**config.mk**
```make
export PLATFORM = sky130hd
export DESIGN_NAME = fetch_ctrl
export DESIGN_NICKNAME = d
export VERILOG_FILES = /design/src/rtl/riscv_pkg.sv /design/src/rtl/fetch_buffer.sv /design/src/rtl/fetch_ctrl.sv
export SDC_FILE = /design/constraint.sdc
export NUM_CORES = 1
export LEC_CHECK = 0
export CAP_MARGIN = 20
export CORE_UTILIZATION = 58
export DETAILED_ROUTE_END_ITERATION = 12
export PLACE_DENSITY = 0.95
export SYNTH_ARGS = -nofsm -noshare
export SYNTH_HDL_FRONTEND = slang
export SYNTH_SLANG_ARGS = --single-unit
export TNS_END_PERCENT = 1
```
**constraint.sdc**
```tcl
create_clock -name clk -period 11.6 [get_ports clk]
set_clock_uncertainty 0.05 [all_clocks]
set_input_delay 2.32 -clock clk [delete_from_list [all_inputs] [get_ports clk]]
set_output_delay 2.32 -clock clk [all_outputs]
set_load 0.01 [all_outputs]
```
**src/rtl/riscv_pkg.sv**
```systemverilog
// Shared fetch-stage types and constants: FSM state encoding, the
// {pc, instr} entry that travels from fetch to decode, and PC alignment.
package riscv_pkg;

   localparam int          INSTR_W = 32;
   localparam int          XLEN    = 32;
   localparam logic [31:0] PC_STEP = 32'd4;

   typedef enum logic [1:0] {
      IDLE = 2'd0,
      REQ  = 2'd1,
      WAIT = 2'd2
   } fetch_state_t;

   typedef struct packed {
      logic [XLEN-1:0]    pc;
      logic [INSTR_W-1:0] instr;
   } fetch_entry_t;

   // Instructions are word aligned; the low two address bits are dropped.
   function automatic logic [XLEN-1:0] align_pc(input logic [XLEN-1:0] pc);
      return {pc[XLEN-1:2], 2'b00};
   endfunction

endpackage

```
**src/rtl/fetch_buffer.sv**
```systemverilog
// Small shift-register FIFO of fetch entries feeding decode.
// Entry 0 is always the head, so the presented data comes straight from
// flops. Push and pop may happen in the same cycle, including when full.
// A synchronous flush empties the FIFO (stale data may remain in the
// entries but is never marked valid).
module fetch_buffer
   import riscv_pkg::*;
#(
   parameter  int DEPTH = 2,
   localparam int CNT_W = $clog2(DEPTH + 1)
) (
   input  logic             clk,
   input  logic             reset,
   input  logic             flush,
   input  logic             push,
   input  fetch_entry_t     push_data,
   input  logic             pop,
   output logic             head_valid,
   output fetch_entry_t     head_data,
   output logic [CNT_W-1:0] count
);

   fetch_entry_t     mem_r [DEPTH];
   logic [CNT_W-1:0] count_r;
   logic             pop_ok_s;
   logic             push_ok_s;
   logic [CNT_W-1:0] wr_idx_s;

   // Qualify push/pop against occupancy and locate the write slot after any shift.
   always_comb begin
      pop_ok_s  = pop && (count_r != {CNT_W{1'b0}});
      push_ok_s = push && ((count_r != CNT_W'(DEPTH)) || pop_ok_s);
      if (pop_ok_s) begin
         wr_idx_s = count_r - CNT_W'(1);
      end else begin
         wr_idx_s = count_r;
      end
   end

   // Storage update: shift toward the head on pop, write the new entry behind the last valid one.
   always_ff @(posedge clk) begin
      if (reset) begin
         count_r <= {CNT_W{1'b0}};
         for (int i = 0; i < DEPTH; i++) begin
            mem_r[i] <= '0;
         end
      end else if (flush) begin
         count_r <= {CNT_W{1'b0}};
      end else begin
         count_r <= count_r + CNT_W'(push_ok_s) - CNT_W'(pop_ok_s);
         for (int i = 0; i < DEPTH - 1; i++) begin
            if (push_ok_s && (wr_idx_s == CNT_W'(i))) begin
               mem_r[i] <= push_data;
            end else if (pop_ok_s) begin
               mem_r[i] <= mem_r[i+1];
            end else begin
               mem_r[i] <= mem_r[i];
            end
         end
         if (push_ok_s && (wr_idx_s == CNT_W'(DEPTH - 1))) begin
            mem_r[DEPTH-1] <= push_data;
         end
      end
   end

   assign head_valid = (count_r != {CNT_W{1'b0}});
   assign head_data  = mem_r[0];
   assign count      = count_r;

endmodule

```
**src/rtl/fetch_ctrl.sv**
```systemverilog
// Instruction-fetch sequencer: owns the fetch PC, issues one outstanding
// req/gnt/rvalid fetch at a time, buffers returned words for decode and
// handles halt, backpressure and redirects (discarding in-flight fetches
// that a redirect made obsolete).
// Optional build macro FETCH_TRACE_EN: prints each decode handshake and
// each redirect; behaviour is otherwise identical.
module fetch_ctrl
   import riscv_pkg::*;
#(
   parameter logic [31:0] RESET_PC  = 32'h0000_0000,
   parameter int          BUF_DEPTH = 2
) (
   input  logic        clk,
   input  logic        reset,
   output logic        imem_req,
   output logic [31:0] imem_addr,
   input  logic        imem_gnt,
   input  logic        imem_rvalid,
   input  logic [31:0] imem_rdata,
   output logic        id_valid,
   output logic [31:0] id_pc,
   output logic [31:0] id_instr,
   input  logic        id_ready,
   input  logic        redirect_valid,
   input  logic [31:0] redirect_pc,
   input  logic        halt_req
);

   localparam int CNT_W = $clog2(BUF_DEPTH + 1);
   localparam int OCC_W = 4;

   fetch_state_t     state_r;
   logic [31:0]      fetch_pc_r;
   logic [31:0]      imem_addr_r;
   logic [31:0]      inflight_pc_r;
   logic             drop_r;
   logic             redir_pend_r;

   logic [31:0]      redir_pc_s;
   logic [31:0]      fetch_pc_next_s;
   logic             resp_s;
   logic             push_s;
   logic             pop_s;
   logic             flush_s;
   logic [OCC_W-1:0] occ_next_s;
   logic             credit_ok_s;
   fetch_entry_t     push_data_s;
   logic             head_valid_s;
   fetch_entry_t     head_data_s;
   logic [CNT_W-1:0] count_s;

   // Buffer control, next fetch PC and the credit check on post-update occupancy.
   always_comb begin
      redir_pc_s        = align_pc(redirect_pc);
      resp_s            = (state_r == WAIT) && imem_rvalid;
      flush_s           = redirect_valid;
      push_s            = resp_s && !drop_r && !redirect_valid;
      pop_s             = head_valid_s && !redirect_valid && id_ready;
      push_data_s.pc    = inflight_pc_r;
      push_data_s.instr = imem_rdata;
      if (flush_s) begin
         occ_next_s = {OCC_W{1'b0}};
      end else begin
         occ_next_s = OCC_W'(count_s) + OCC_W'(push_s) - OCC_W'(pop_s);
      end
      credit_ok_s = !halt_req && (occ_next_s < OCC_W'(BUF_DEPTH));
      // A redirect seen while a request was waiting for gnt keeps its target in fetch_pc_r.
      if (redirect_valid) begin
         fetch_pc_next_s = redir_pc_s;
      end else if ((state_r == REQ) && imem_gnt && !redir_pend_r) begin
         fetch_pc_next_s = imem_addr_r + PC_STEP;
      end else begin
         fetch_pc_next_s = fetch_pc_r;
      end
   end

   // Fetch FSM with PC, address, in-flight tracking and drop bookkeeping.
   always_ff @(posedge clk) begin
      if (reset) begin
         state_r       <= IDLE;
         fetch_pc_r    <= RESET_PC;
         imem_addr_r   <= RESET_PC;
         inflight_pc_r <= 32'h0000_0000;
         drop_r        <= 1'b0;
         redir_pend_r  <= 1'b0;
      end else begin
         fetch_pc_r <= fetch_pc_next_s;
         case (state_r)
            IDLE: begin
               imem_addr_r <= fetch_pc_next_s;
               if (credit_ok_s) begin
                  state_r <= REQ;
               end else begin
                  state_r <= IDLE;
               end
            end
            REQ: begin
               if (imem_gnt) begin
                  inflight_pc_r <= imem_addr_r;
                  imem_addr_r   <= fetch_pc_next_s;
                  drop_r        <= redirect_valid || redir_pend_r;
                  redir_pend_r  <= 1'b0;
                  state_r       <= WAIT;
               end else begin
                  redir_pend_r  <= redir_pend_r || redirect_valid;
                  state_r       <= REQ;
               end
            end
            WAIT: begin
               imem_addr_r <= fetch_pc_next_s;
               if (redirect_valid) begin
                  drop_r <= 1'b1;
               end else if (imem_rvalid) begin
                  drop_r <= 1'b0;
               end else begin
                  drop_r <= drop_r;
               end
               if (imem_rvalid) begin
                  if (credit_ok_s) begin
                     state_r <= REQ;
                  end else begin
                     state_r <= IDLE;
                  end
               end else begin
                  state_r <= WAIT;
               end
            end
            default: begin
               state_r      <= IDLE;
               drop_r       <= 1'b0;
               redir_pend_r <= 1'b0;
            end
         endcase
      end
   end

   fetch_buffer #(
      .DEPTH (BUF_DEPTH)
   ) u_fetch_buffer (
      .clk        (clk),
      .reset      (reset),
      .flush      (flush_s),
      .push       (push_s),
      .push_data  (push_data_s),
      .pop        (pop_s),
      .head_valid (head_valid_s),
      .head_data  (head_data_s),
      .count      (count_s)
   );

   assign imem_req  = (state_r == REQ);
   assign imem_addr = imem_addr_r;
   assign id_valid  = head_valid_s && !redirect_valid;
   assign id_pc     = head_data_s.pc;
   assign id_instr  = head_data_s.instr;

`ifdef FETCH_TRACE_EN
   // Trace decode handshakes and redirects.
   always @(posedge clk) begin
      if (!reset && pop_s) begin
         $display("pc=0x%h, instr=0x%h (fetch)", head_data_s.pc, head_data_s.instr);
      end
      if (!reset && redirect_valid) begin
         $display("redirect -> 0x%h", redir_pc_s);
      end
   end
`endif

endmodule

```
==> results.sh <==
export IMPL_status="finished clean"
export IMPL_die_area_um2=18900
export IMPL_cap_violations=0
export IMPL_whs_ns=0.401
export IMPL_clockBufferDepth=3
export IMPL_hold_path_class="register to register"
export IMPL_final_cell_mix="nand2_1 (167), clkdlybuf4s50_1 (164), edfxtp_1 (128), dfxtp_1 (102), a21oi_1 (98)"
export IMPL_final_nets=1195
export IMPL_post_route_cell_area_um2=12800
export IMPL_track_usage=0.255
export IMPL_grt_max_degree=95
export IMPL_max_freq_ghz=0.169
export IMPL_tightest_slew_ns=1.16
export IMPL_hold_buffers=0
export IMPL_routed_wirelength_um=24700
export IMPL_final_hold_violation_count=0
export IMPL_grt_pass1_wl_um=38000
export IMPL_final_common_cell="nand2_1"
export IMPL_leakage_nw=4.59
export IMPL_seqCellArea_um2=5890
export IMPL_synth_cell_type_count=62
export IMPL_pre_cts_ws_ns=5.72
export IMPL_grt_overflow=0
export IMPL_place_hpwl_um=15800
export IMPL_syn2layout_area_growth_pct=20.4
export IMPL_cts_sinks=230
export IMPL_cts_made_buffers=24
export IMPL_fillers=1237
export IMPL_final_antenna_net_count=0
export IMPL_place_area_um2=12000
export IMPL_setup_viol=0
export IMPL_critPathMaxFanout=56
export IMPL_ys_seq_area_frac=0.552
export IMPL_synth_flop_cell="edfxtp_1"
export IMPL_p_clk_frac=0.400
export IMPL_synth_avg_cell_area_um2=10.2
export IMPL_rsz0062_at_grt="false"
export IMPL_p_seq_frac=0.492
export IMPL_start_util=0.593
export IMPL_min_period_ns=5.91
export IMPL_netSwitchingFraction=0.242
export IMPL_cts_resized=0
export IMPL_synth_edf_count=128
export IMPL_core_area_um2=18000
export IMPL_cts_setup_buffers=0
export IMPL_rows=49
export IMPL_p_sw_w=0.000467
export IMPL_ir_worst_vdd_mv=0.111
export IMPL_cp_required_ns=9.23
export IMPL_cts_tree="built"
export IMPL_syn_nets=1124
export IMPL_p_comb_frac=0.108
export IMPL_finalCritPeriodShare=0.509
export IMPL_grt_pass1_vias=7533
export IMPL_clkTransAtPathRegs_ns=0.06
export IMPL_drc=0
export IMPL_slew_viol_final=0
export IMPL_r2r_slack_ns=8.03
export IMPL_vias_per_cell=5.88
export IMPL_gp_congestion=0.904
export IMPL_power_density_nw_per_um2=151
export IMPL_antenna_found_initial=0
export IMPL_synth_async_reset_ratio=0
export IMPL_die_w_um=138
export IMPL_drive_gt1_frac=0.0920
export IMPL_ys_ff_latch=230
export IMPL_tns_ns=0
export IMPL_syn_area_um2=10700
export IMPL_antenna_cells=0
export IMPL_first_pass_iters=6
export IMPL_insertion_delay_ns=0.52
export IMPL_drtIter0Drc=852
export IMPL_multi_input_area_um2=3970
export IMPL_die_y_um=138
export IMPL_cts_root_buf="clkbuf_16"
export IMPL_start_kind="input port"
export IMPL_crit_type="input port to output pin"
export IMPL_final_core_util=0.714
export IMPL_io_pins=169
export IMPL_slew_headroom=0.227
export IMPL_p_int_w=0.00147
export IMPL_portBuffers=166
export IMPL_endpoint_kind="output pin"
export IMPL_cts_max_level=1
export IMPL_yosys_warnings=0
export IMPL_syn_inst=1041
export IMPL_setup_ws_ns=5.69
export IMPL_worstPathArrival_ns=3.54
export IMPL_vias=7986
export IMPL_routedWlPerCell_um=18.2
Yosys cell counts, types with 6 or more instances:
| cell type | count | area (µm²) |
|---|---|---|
| a211oi_1 | 19 | 143 |
| nand3_1 | 18 | 90.1 |
| buf_4 | 67 | 503 |
| inv_1 | 17 | 63.8 |
| and3_1 | 9 | 56.3 |
| clkbuf_1 | 44 | 165 |
| o211ai_1 | 6 | 45.0 |
| o221ai_1 | 6 | 52.6 |
| a31oi_1 | 8 | 50.1 |
| xnor2_1 | 12 | 105 |
| buf_1 | 8 | 30.0 |
| and2_1 | 75 | 469 |
| edfxtp_1 | 128 | 3840 |
| nor3_1 | 7 | 35.0 |
| nand2_1 | 167 | 627 |
| o21ai_0 | 26 | 130 |
| a21oi_1 | 98 | 490 |
| dfxtp_1 | 102 | 2040 |
| mux2_2 | 37 | 417 |
| nor2_1 | 59 | 221 |
| nand4_1 | 16 | 100 |
| mux2i_1 | 8 | 80.1 |
| ha_1 | 11 | 138 |
| buf_2 | 13 | 65.1 |
power groups by stage:
| stage | clock network, W | logic, W | registers, W |
|---|---|---|---|
| 6_report | 0.000772 | 0.000209 | 0.000951 |
| 5_1_grt | 0.000808 | 0.000227 | 0.000956 |
| 4_1_cts | 0.000777 | 0.000206 | 0.000950 |
| 3_5_place_dp | 0 | 0.000204 | 0.000967 |
| 3_3_place_gp | 0 | 0.000196 | 0.000964 |
| 2_1_floorplan | 0 | 0.000124 | 0.000954 |
worst max-delay path: stages:
cell	delay, ns
buf_2	0.08
buf_4	0.48
nor2_1	0.15
clkdlybuf4s50_1	0.51
cells by family after synthesis:
kind of cell / after synthesis / synth area share
simple gates: 392 / 0.184
flops: 230 / 0.552
compound gates: 197 / 0.112
buf+inv: 150 / 0.0781
mux: 45 / 0.0466
xor+xnor: 15 / 0.0123
fa+ha+maj: 12 / 0.0148
registers in the layout, indices dropped and copies added, names as in the netlist:
name                  flops
redir_pend_r              1
imem_addr                32
u_fetch_buffer.count      2
drop_r                    1
fetch_pc_r               32
state_r                   2
inflight_pc_r            32
u_fetch_buffer.mem_r    128
path summary, 6_finish.rpt:
path | endpoint | depth (start not counted) | from
worst max-delay path | id_valid | 4 | redirect_valid
worst min-delay path | inflight_pc_r[21]$_SDFFE_PP0P_ | 2 | inflight_pc_r[21]$_SDFFE_PP0P_
worst max register to register | u_fetch_buffer.mem_r[0][23]$_SDFFCE_PN0P_ | 11 | u_fetch_buffer.count[1]$_SDFF_PP0_
worst min register to register | inflight_pc_r[21]$_SDFFE_PP0P_ | 2 | inflight_pc_r[21]$_SDFFE_PP0P_
per-stage QoR:
step	power, W	instances
final	0.00193	1359
after global routing	0.00199	1359
after CTS	0.00193	1356
after detailed placement	0.00117	1312
after global placement	0.00116	1310
after floorplan	0.00108	1041
metal layers:
metal  GRT usage  wire length (µm)  vias up  share of wire
met5           0                 0        -              0
met4      0.0897               624        0          0.025
met3      0.0438              2130       58          0.086
met2       0.424             12000      390           0.49
met1       0.336              9940     3782           0.40
li1            -                 -     3756              -
cell type report:
| class | count | area share |
|---|---|---|
| clock buffer | 36 | 0.0535 |
| clock inverter | 8 | 0.00839 |
| inverter | 17 | 0.00498 |
| multi-input combinational | 661 | 0.309 |
| sequential | 230 | 0.459 |
| tap | 229 | 0.0223 |
| timing repair buffer | 178 | 0.143 |
No activity file was read; power rests on OpenSTA's default activity.
